**config.mk**
```make
export PLATFORM = sky130hd
export DESIGN_NAME = mux2_arb
export DESIGN_NICKNAME = d
export VERILOG_FILES = /design/src/rtl/mux2_arb.sv
export SDC_FILE = /design/constraint.sdc
export NUM_CORES = 1
export LEC_CHECK = 0
export BUFFER_PORTS_ARGS = -buffer_cell sky130_fd_sc_hd__buf_2
export CAP_MARGIN = 20
export CORE_MARGIN = 2
export CORE_UTILIZATION = 46
export CTS_CLUSTER_DIAMETER = 100
export DETAILED_ROUTE_END_ITERATION = 8
export GPL_TIMING_DRIVEN = 0
export PLACE_DENSITY_LB_ADDON = 0.15
export SKIP_CTS_REPAIR_TIMING = 1
export SLEW_MARGIN = 5
export SYNTH_ARGS = -nofsm -noshare
export SYNTH_HDL_FRONTEND = slang
export SYNTH_SLANG_ARGS = --single-unit
```
**constraint.sdc**
```tcl
create_clock -name clk -period 3.84 [get_ports clk]
set_input_delay 0.192 -clock clk [delete_from_list [all_inputs] [get_ports clk]]
set_output_delay 0.192 -clock clk [all_outputs]
set_load 0.005 [all_outputs]
```
**src/rtl/mux2_arb.sv**
```systemverilog
// Two-requester round-robin arbiter feeding a registered 2:1 mux with a one-beat output stage.
// Optional sticky grant locking is enabled by defining MUX2_ARB_LOCK_EN.
module mux2_arb #(
  parameter int WIDTH = 16
) (
  input  logic             clk,
  input  logic             reset_n,
  input  logic             d0_valid,
  input  logic [WIDTH-1:0] d0,
  output logic             d0_ready,
  input  logic             d1_valid,
  input  logic [WIDTH-1:0] d1,
  output logic             d1_ready,
`ifdef MUX2_ARB_LOCK_EN
  input  logic             d0_lock,
  input  logic             d1_lock,
`endif
  output logic             y_valid,
  output logic [WIDTH-1:0] y,
  output logic             y_sel,
  input  logic             y_ready
);

  localparam logic [0:0] EMPTY = 1'b0;
  localparam logic [0:0] FULL  = 1'b1;

  logic [0:0]       state_reg, state_next;
  logic [WIDTH-1:0] y_reg, y_next;
  logic             y_sel_reg, y_sel_next;
  logic             last_reg, last_next;

  logic [1:0]       req;
  logic [1:0]       ready_vec;
  logic [WIDTH-1:0] mux_data;
  logic             load;
  logic             grant;
  logic             grant_valid;
  logic             accept;

`ifdef MUX2_ARB_LOCK_EN
  logic lock_reg, lock_next;
  logic lock_owner_reg, lock_owner_next;

  // While locked, the non-owner's request is masked so it can never be granted.
  assign req[0] = d0_valid & ~(lock_reg &  lock_owner_reg);
  assign req[1] = d1_valid & ~(lock_reg & ~lock_owner_reg);
`else
  assign req = {d1_valid, d0_valid};
`endif

  always_comb begin
    grant_valid = |req;
    grant       = 1'b0;
    if (req[0] && req[1]) begin
      grant = ~last_reg;
    end else if (req[1]) begin
      grant = 1'b1;
    end
  end

  assign load   = (state_reg == EMPTY) | y_ready;
  assign accept = load & grant_valid;

  genvar gi;
  generate
    for (gi = 0; gi < 2; gi++) begin : g_ready
      assign ready_vec[gi] = reset_n & load & req[gi] & (grant == 1'(gi));
    end
    for (gi = 0; gi < WIDTH; gi++) begin : g_mux
      assign mux_data[gi] = grant ? d1[gi] : d0[gi];
    end
  endgenerate

  always_comb begin
    state_next = state_reg;
    y_next     = y_reg;
    y_sel_next = y_sel_reg;
    last_next  = last_reg;
    if (accept) begin
      state_next = FULL;
      y_next     = mux_data;
      y_sel_next = grant;
      last_next  = grant;
    end else if ((state_reg == FULL) && y_ready) begin
      state_next = EMPTY;
    end
  end

`ifdef MUX2_ARB_LOCK_EN
  // A locked owner releases by sending a beat with its lock bit low.
  always_comb begin
    lock_next       = lock_reg;
    lock_owner_next = lock_owner_reg;
    if (accept) begin
      lock_next       = grant ? d1_lock : d0_lock;
      lock_owner_next = grant;
    end
  end

  always_ff @(posedge clk or negedge reset_n) begin
    if (!reset_n) begin
      lock_reg       <= 1'b0;
      lock_owner_reg <= 1'b0;
    end else begin
      lock_reg       <= lock_next;
      lock_owner_reg <= lock_owner_next;
    end
  end
`endif

  // last resets to 1 so requester 0 wins the first tie.
  always_ff @(posedge clk or negedge reset_n) begin
    if (!reset_n) begin
      state_reg <= EMPTY;
      y_reg     <= '0;
      y_sel_reg <= 1'b0;
      last_reg  <= 1'b1;
    end else begin
      state_reg <= state_next;
      y_reg     <= y_next;
      y_sel_reg <= y_sel_next;
      last_reg  <= last_next;
    end
  end

  assign d0_ready = ready_vec[0];
  assign d1_ready = ready_vec[1];
  assign y_valid  = (state_reg == FULL);
  assign y        = y_reg;
  assign y_sel    = y_sel_reg;

endmodule

```
==> results of run 1 <==
cell type report:
type | instances | area (um^2) | share of cell area [%]
Buffer | 8 | 62.6 | 4.61
Multi-Input combinational cell | 77 | 464 | 34.2
Sequential cell | 19 | 477 | 35.1
Clock buffer | 4 | 26.3 | 1.94
Timing Repair Buffer | 57 | 290 | 21.4
Inverter | 1 | 3.75 | 0.276
Tap cell | 27 | 33.8 | 2.49
metrics by stage:
| stage | power [W] | util (%) |
|---|---|---|
| final | 0.000511 | 67.1 |
| after CTS | 0.000514 | 66.6 |
| after floorplan | 0.000343 | - |
| after detailed placement | 0.000413 | 65.3 |
| after global placement | 0.000407 | 65.3 |
| after global routing | 0.000541 | 67.1 |
power breakdown:
| part | switching, W | leakage (nW) | internal [W] |
|---|---|---|---|
| logic | 0.0000794 | 0.418 | 0.0000761 |
| clock network | 0.0000634 | 0.0150 | 0.0000404 |
| registers | 0.0000174 | 0.212 | 0.000234 |
| total | 0.000160 | 0.645 | 0.000351 |
Yosys cell counts:
cell type	instances	area (um^2)
a21bo_1	1	10.0
a21boi_2	1	11.3
a21oi_1	17	85.1
a31oi_1	7	43.8
a31oi_2	8	100
a31oi_4	2	42.5
and2_4	1	8.76
and3_1	1	6.26
buf_12	1	20.0
buf_2	1	5.00
buf_6	2	22.5
clkbuf_1	4	15.0
dfrtp_1	18	450
dfstp_2	1	26.3
inv_1	1	3.75
nand2_1	33	124
nand2b_1	2	12.5
nand3_1	1	5.00
nor2_1	1	3.75
o21ai_0	1	5.00
or2_1	1	6.26
path summary, 6_finish.rpt:
| check | end | slack [ps] |
|---|---|---|
| worst max register to register | y[4] | 2210 |
| worst min-delay path | last_reg | 90 |
| worst max-delay path | d1_ready | 1970 |
| min in group asynchronous | y[2] | 370 |
| max in group asynchronous | last_reg | 3130 |
| worst min register to register | y_sel | 540 |
cell families after synthesis:
logic type,count (synthesis)
DFF,19
buffers and inverters,9
and+or+nand+nor,40
AOI/OAI and AO/OA,37
per-layer routing:
metal | up-vias | share of wire (%) | GRT usage (%)
li1 | 487 | - | -
met1 | 455 | 42 | 22.8
met2 | 32 | 51 | 37.1
met3 | 4 | 5.0 | 2.98
met4 | 0 | 1.6 | 10.8
met5 | - | 0 | 0
==> key figures, run 1 <==
Logic synthesis
  • Syn Inst Count: around 110
  • Post-Synth XOR/XNOR Area: 0%
  • Synth cell types: 21
  • Compound-gate portion of the synthesized area: between 20% and 30%
  • Simple-gate area share of the yosys netlist: ~17%
  • Synth Area per Inst: 9.59 um^2
  • YS warnings: 0
  • Register area share after synthesis: around 47%
  • Synth Register Bits: 19
  • Post-synthesis mux area share: 0%
  • Cell area after synthesis: roughly 0.0010 mm^2
  • Largest family of logic cells by synthesized area: compound AO/OA/AOI/OAI gates
  • Post-Synth Adder-Cell Area: 0%
  • Post-Syn Nets: ~140

Clock network
  • H-tree Lvls: 1
  • Num CTS Buffers: 3
  • Clock Latency Late Sink: approximately 300 ps
  • Clk pin slew, worst setup/hold paths: approximately 110 ps
  • CTS Root Cell: clkbuf_4
  • CTS tree: yes
  • Longest Clk Path Bufs: 2
  • Clock Sinks: 19

GRT
  • Largest net degree at the start of global routing: 22
  • Remaining Overflow, GRT: 0
  • Initial antenna violation count: 0
  • Vias in the first global route: about 950
  • Global-route wire length before repair: ~4 mm
  • Total GRT Usage: between 20 and 25%

Pwr
  • PwrDens: ~380 mW/mm^2
  • Lkg Pwr: 0.645 nW
  • Peak supply drop: about 0.22 mV

Drt
  • DR WL/cell: roughly 12 um
  • Via count: ~1000
  • Starting DRT DRC Count: 5
  • Antenna violation net count after detailed routing: 0
  • Vias/cell: ~5
  • DRC Markers: 0
  • Final wirelength: between 2 and 2.5 mm
  • Drt first pass iters: 4

STA
  • RSZ-0062 raised after global routing: false
  • Slew @ Worst Pin: about 460 ps
  • Min Tclk post-route: roughly 1900 ps
  • WHS: roughly 94 ps
  • Pins Over Slew Limit: 0
  • Clock Skew: approximately 4 ps
  • # setup viols final: 0
  • F_max: approximately 540 MHz
  • Fin. Hold Viols: 0
  • TNS Setup: 0 ps
  • Period utilization: between 40% and 50%
  • Worst slew margin: between 60% and 70%
  • Final WS setup: between 1500 and 2000 ps

Cells and area
  • Commonest cells after routing, fill and taps aside: buf_2, nand2_1, dfrtp_1
  • Max reg flops: 16
  • Finished Cell Area: 0.00136 mm^2
  • Antenna Cells: 0
  • Nets: roughly 200
  • Final non-filler cell total: between 150 and 200
  • # fillers: 170
  • Share of layout cells above drive strength 1: between 40% and 50%
  • Area grow syn2layout: 34.8%
  • Commonest non-fill, non-tap cell in the layout: buf_2

Worst hold path
  • Hold Path Depth: 2
  • Worst hold start: d0_valid
  • Worst min-delay path class: in -> reg

Worst setup path
  • Crit-path slowest cell: dfstp_2
  • CP Launch Type: flip-flop
  • R2R depth: 4
  • Critical path class: reg -> out
  • Worst Setup End Kind: primary output
  • Crit-path most repeated cell: buf_2
  • CP Buf/Inv Count: 2
  • Crit-path cells: a21boi_2, buf_2, and3_1, buf_2
  • RR Startpoint: last_reg
  • Crit path max fanout: 10
  • Critical Path Start: last_reg
  • Worst EP required: 3650 ps
  • Cell family with most CP delay: buffers and inverters
  • Critical path arrival: between 1500 and 2000 ps
  • Worst path depth: 4
  • Critical path's largest stage delay: about 400 ps

Floorplan
  • Die X-Extent: about 50 um
  • Chip Height: 50.8 um
  • Initial Util: 49.8%
  • Core area: 0.00202 mm^2
  • DIE AREA: 0.00258 mm^2
  • FP Rows: 16
  • I/O pin total: 57

Place
  • DP HPWL: between 1.5 and 2 mm
  • Input/output buffers: between 50 and 60
  • Setup slack at placement: approximately 2200 ps
  • Placed Cells: roughly 190
  • Placed instance area: 0.00132 mm^2
  • Routability Congestion: 0.651

Status
  • Status: finished clean

Flow run
  • Max-Cap Viols: 0
Note: power is estimated with default switching activity, not from simulation.
==> run 2: changes to the inputs <==
- CORE_UTILIZATION: 46 -> 39
- clock period: 3.84 -> 1.6 ns (I/O delays scaled with it)
==> run 2 against run 1 <==
Effect of this change:
- sequential share of layout area fell by 0.76 points
- global-route usage is 2.6 points lower
- clock-buffer cell count did not move
- clock power rose by 130%
- design area grew 2.2%
- flip-flop and latch count unchanged
- utilization is 11 points lower
==> key figures, run 2 (synthesized netlist as in run 1, its figures left out) <==
Clock network
  • H-tree Lvls: 1 (unchanged)
  • Clock Latency Late Sink: 290 ps (about the same)
  • CTS tree: yes
  • Longest Clk Path Bufs: 2 (unchanged)
  • Clk pin slew, worst setup/hold paths: 110 ps (about the same)
  • CTS Root Cell: clkbuf_4
  • Num CTS Buffers: 3 (unchanged)
  • Clock Sinks: 19 (unchanged)

Place
  • Placed instance area: 0.00133 mm^2 (+0.28%)
  • Placed Cells: 191 (+1.6%)
  • Input/output buffers: 56 (unchanged)
  • Routability Congestion: 0.752 (+15%)
  • DP HPWL: 1.85 mm (+4.5%)

Drt
  • Met2 WL: 1.26 mm (+3.2%)
  • Via count: 962 (-1.6%)
  • Final wirelength: 2.50 mm (+4.3%)
  • Starting DRT DRC Count: 6 (+1)
  • Top Metal Used: met4
  • Vias/cell: 4.88 (-3.6%)
  • DRT met1 WL: 1.09 mm (+7.8%)
  • DRC Markers: 0 (unchanged)
  • Drt first pass iters: 4 (unchanged)
  • DR WL/cell: 12.7 um (+2.2%)
  • Antenna violation net count after detailed routing: 0 (unchanged)
  • Met3 routed WL: 129 um (+7.5%)

Floorplan
  • DIE AREA: 0.00301 mm^2 (+16%)
  • Chip Height: 54.8 um (+7.9%)
  • Die X-Extent: 54.8 um (+7.9%)
  • I/O pin total: 57 (unchanged)
  • FP Rows: 18 (+2)
  • Core area: 0.00245 mm^2 (+21%)
  • Initial Util: 41.0% (-8.8 points)

GRT
  • Initial antenna violation count: 0 (unchanged)
  • Total GRT Usage: 17.8% (-2.6 points)
  • Global-route wire length before repair: 3.81 mm (-4.3%)
  • Vias in the first global route: 878 (-8.0%)
  • Remaining Overflow, GRT: 0 (unchanged)
  • Largest net degree at the start of global routing: 22 (unchanged)

Cells and area
  • Area grow syn2layout: 37.8%
  • Finished Cell Area: 0.00139 mm^2 (+2.2%)
  • Max reg flops: 16 (unchanged)
  • Core Util, Final: 56.5% (-11 points)
  • Commonest cells after routing, fill and taps aside: buf_2, nand2_1, dfrtp_1
  • Nets: 205 (+0.49%)
  • # fillers: 243 (+43%)
  • Antenna Cells: 0 (unchanged)
  • Final non-filler cell total: 197 (+2.1%)
  • Share of layout cells above drive strength 1: 47.9% (+2.1 points)
  • Commonest non-fill, non-tap cell in the layout: buf_2

Pwr
  • PwrDens: 890 mW/mm^2 (+140%)
  • Peak supply drop: 0.577 mV (+160%)
  • Power Total: 0.00123 W (+140%)
  • Lkg Pwr: 0.666 nW (+3.1%)

STA
  • Slew @ Worst Pin: 487 ps (+26.5 ps)
  • WHS: 21.0 ps (-73.5 ps)
  • # setup viols final: 0 (unchanged)
  • Worst slew margin: 67.5% (-1.8 points)
  • Pins Over Slew Limit: 0 (unchanged)
  • Min Tclk post-route: 1510 ps
  • RSZ-0062 raised after global routing: false
  • Fin. Hold Viols: 0 (unchanged)
  • Clock Skew: 1.28 ps (-2.74 ps)
  • F_max: 662 MHz
  • Period utilization: about 94%

Worst setup path
  • Critical path's largest stage delay: 590 ps (+190 ps)
  • Critical path arrival: 1430 ps (-240 ps)
  • CP Launch Type: flip-flop
  • CP Buf/Inv Count: 2 (unchanged)
  • Crit path max fanout: 10 (unchanged)
  • Cell family with most CP delay: flip-flops
  • Worst EP required: 1520 ps (-2130 ps)
  • Critical path class: reg -> out
  • Crit-path cells: a21boi_4, clkbuf_4, and3_1, buf_2
  • Worst Setup End Kind: primary output
  • Crit-path slowest cell: dfstp_2

Worst hold path
  • Worst min-delay path class: in -> reg

Flow run
  • Max-Cap Viols: 0 (unchanged)

Status
  • Status: finished clean
[run 2: cell types whose count changed in the layout (fill, tap and decap cells not counted), sizes merged]
| cell | previous run | this run |
|---|---|---|
| buf | 60 | 61 |
[run 2: per-stage QoR]
| stage | worst slack, ps | setup TNS [ps] |
|---|---|---|
| floorplan | 232 | 0 |
| global placement | 7.53 | 0 |
| detailed placement | -6.16 | -6.16 |
| CTS | -176 | -314 |
| global route | 14.3 | 0 |
| finish | 89.7 | 0 |
[run 2: per-layer routing]
metal / vias to the layer above / global-route usage [%]
li1: 489 / -
met1: 446 / 23.1
met2: 25 / 29.2
met3: 2 / 2.73
met4: 0 / 7.50
met5: - / 0
[run 2: cell type report]
| type | instances | area [um^2] | area share [%] |
|---|---|---|---|
| Buffer | 7 | 66.3 | 4.78 |
| Clock buffer | 4 | 26.3 | 1.89 |
| Inverter | 1 | 3.75 | 0.271 |
| Multi-Input combinational cell | 77 | 472 | 34.0 |
| Sequential cell | 19 | 477 | 34.4 |
| Tap cell | 30 | 37.5 | 2.71 |
| Timing Repair Buffer | 59 | 305 | 22.0 |
[run 2: report_power, final]
group / leakage (nW) / switching (W) / internal, W / total, W
registers: 0.212 / 0.0000450 / 0.000562 / 0.000607
clock network: 0.0150 / 0.000146 / 0.0000970 / 0.000243
logic: 0.438 / 0.000192 / 0.000193 / 0.000385
[run 2: worst register-to-register path: stages, from the launching register on]
cell and delay (ps):
dfstp_2 590, a21bo_1 430, nand2_1 180, a31oi_4 180
[run 2: final timing paths]
kind | cells past startpoint | slack (ps) | start | to
min in group asynchronous | 2 | 260 | reset_n | y[14]
worst min register to register | 2 | 540 | y_sel | y_sel
worst min-delay path | 3 | 20 | d0[13] | y[13]
worst max-delay path | 4 | 90 | last_reg | d1_ready
max in group asynchronous | 2 | 1000 | reset_n | last_reg
worst max register to register | 3 | 160 | last_reg | y[15]
==> run 3: changes to the inputs <==
- CORE_UTILIZATION: 39 -> 35
==> run 3 against run 2 <==
Effect of this change:
- via count increased by 2.4%
- design area about the same
- setup slack improved by 3.0 ps
- sequential power increased by 0.7%
- global-route usage decreased by 0.99 points
- flip-flop and latch count unchanged
- non-clock buffer count unchanged
- critical path depth unchanged
- clock power decreased by 4%
- register-to-register slack about the same
- clock skew increased by 0.96 ps
- highest routed layer unchanged
==> key figures, run 3 (synthesized netlist as in run 1, its figures left out) <==
Clock network
  • Clock Latency Late Sink: 290 ps (about the same)
  • CTS Root Cell: clkbuf_4
  • H-tree Lvls: 1 (unchanged)
  • Clock Sinks: 19 (unchanged)
  • Num CTS Buffers: 3 (unchanged)
  • Longest Clk Path Bufs: 2 (unchanged)
  • Clk pin slew, worst setup/hold paths: 100 ps (about the same)
  • CTS tree: yes

Worst setup path
  • CP Launch Type: flip-flop
  • CP endpoint: d1_ready
  • Critical path arrival: 1430 ps (about the same)
  • Crit-path cells: a21boi_4, clkbuf_4, and3_1, buf_2
  • Cell family with most CP delay: flip-flops
  • Worst path depth: 4 (unchanged)
  • Crit-path slowest cell: dfstp_2
  • Worst Setup End Kind: primary output
  • Critical Path Start: last_reg
  • Critical path's largest stage delay: 590 ps (about the same)
  • R2R depth: 3 (unchanged)
  • CP Buf/Inv Count: 2 (unchanged)
  • Critical path class: reg -> out
  • Crit path max fanout: 10 (unchanged)
  • RR Startpoint: last_reg
  • Worst EP required: 1520 ps (about the same)
  • RR Endpoint: y[4]
  • Flop2flop setup slack: 150 ps (about the same)

Cells and area
  • Share of layout cells above drive strength 1: 47.9% (unchanged)
  • Commonest cells after routing, fill and taps aside: buf_2, nand2_1, dfrtp_1
  • Antenna Cells: 0 (unchanged)
  • Area grow syn2layout: 37.6% (about the same)
  • Max reg flops: 16 (unchanged)
  • # fillers: 271 (+12%)
  • Nets: 205 (unchanged)
  • Commonest non-fill, non-tap cell in the layout: buf_2
  • Core Util, Final: 50.7% (-5.8 points)

Floorplan
  • DIE AREA: 0.00332 mm^2 (+11%)
  • Initial Util: 36.8% (-4.2 points)
  • Die X-Extent: 57.6 um (+5.2%)
  • FP Rows: 19 (+1)
  • Core area: 0.00273 mm^2 (+11%)
  • Chip Height: 57.6 um (+5.2%)
  • I/O pin total: 57 (unchanged)

Place
  • Input/output buffers: 56 (unchanged)
  • DP HPWL: 1.86 mm (+0.67%)
  • Routability Congestion: 0.694 (-7.7%)

Drt
  • DRC Markers: 0 (unchanged)
  • Vias/cell: 4.97 (+1.9%)
  • DR WL/cell: 13.1 um (+3.6%)
  • Final wirelength: 2.60 mm (+4.2%)
  • Starting DRT DRC Count: 18 (+12)
  • Via count: 985 (+2.4%)
  • Drt first pass iters: 4 (unchanged)
  • Antenna violation net count after detailed routing: 0 (unchanged)

STA
  • F_max: 663 MHz (+0.20%)
  • RSZ-0062 raised after global routing: false
  • Period utilization: 94.2% (-0.19 points)
  • Min Tclk post-route: 1510 ps (-3.02 ps)
  • # setup viols final: 0 (unchanged)
  • Slew @ Worst Pin: 510 ps (+23.0 ps)
  • Clock Skew: 2.25 ps (+0.965 ps)
  • Fin. Hold Viols: 0 (unchanged)
  • Pins Over Slew Limit: 0 (unchanged)
  • Worst slew margin: 66.0% (-1.5 points)

Pwr
  • Lkg Pwr: 0.665 nW (-0.13%)
  • PwrDens: 889 mW/mm^2 (-0.11%)
  • Power Total: 0.00123 W (-0.20%)
  • Peak supply drop: 0.491 mV (-15%)

GRT
  • Global-route wire length before repair: 4.27 mm (+12%)
  • Largest net degree at the start of global routing: 22 (unchanged)
  • Remaining Overflow, GRT: 0 (unchanged)
  • Total GRT Usage: 16.8% (-0.99 points)
  • Vias in the first global route: 962 (+9.6%)
  • Initial antenna violation count: 0 (unchanged)

Status
  • Status: finished clean

Flow run
  • Max-Cap Viols: 0 (unchanged)

Worst hold path
  • Worst min-delay path class: in -> reg
==> run 3: cell types whose count changed in the layout (fill, tap and decap cells not counted), sizes merged <==
cell / before / now
buf: 61 / 62
clkbuf: 8 / 7
==> run 3: layer usage <==
metal	share of wire (%)	routed length [um]	vias up	GRT usage, %
li1	-	-	490	-
met1	45	1160	463	21.4
met2	49	1280	28	27.8
met3	4.4	114	4	3.57
met4	1.8	46	0	6.98
met5	0	0	-	0
==> run 3: cell type report <==
type	instances	area, um^2	area share (%)
Tap cell	31	38.8	2.80
Clock buffer	4	26.3	1.90
Timing Repair Buffer	59	305	22.0
Inverter	1	3.75	0.271
Buffer	7	63.8	4.60
Multi-Input combinational cell	77	472	34.0
Sequential cell	19	477	34.4
==> run 3: worst min-delay path, cell delays in order <==
cell,delay (ps)
buf_2,100
nand2_1,40
a31oi_1,60
==> run 3: worst min path at each step <==
stage               cells after the start  endpoint  startpoint  slack, ps
detailed placement                      1      y[2]     reset_n         50
CTS                                     1      y[3]     reset_n       -280
floorplan                               0      y[0]     reset_n       -220
finish                                  3     y[13]      d0[13]         20
global placement                        1      y[2]     reset_n         50
global route                            3     y[13]      d0[13]         10
==> run 3: where the power goes <==
part	internal (W)	switching [W]
sequential	0.000562	0.0000485
combinational	0.000192	0.000196
clock	0.0000970	0.000137
total	0.000851	0.000382
==> run 3: through the flow <==
stage          setup TNS [ps]  area [um^2]  instances  hold slack (ps)  setup slack (ps)
2_1_floorplan               0         1010        105             -216               232
3_3_place_gp            -3.30         1330        192             52.7             -3.30
3_5_place_dp            -36.8         1330        192             54.5             -26.0
4_1_cts                  -575         1350        196             -280              -227
5_1_grt                     0         1390        198             13.7             0.295
6_report                    0         1390        198             24.7              92.7
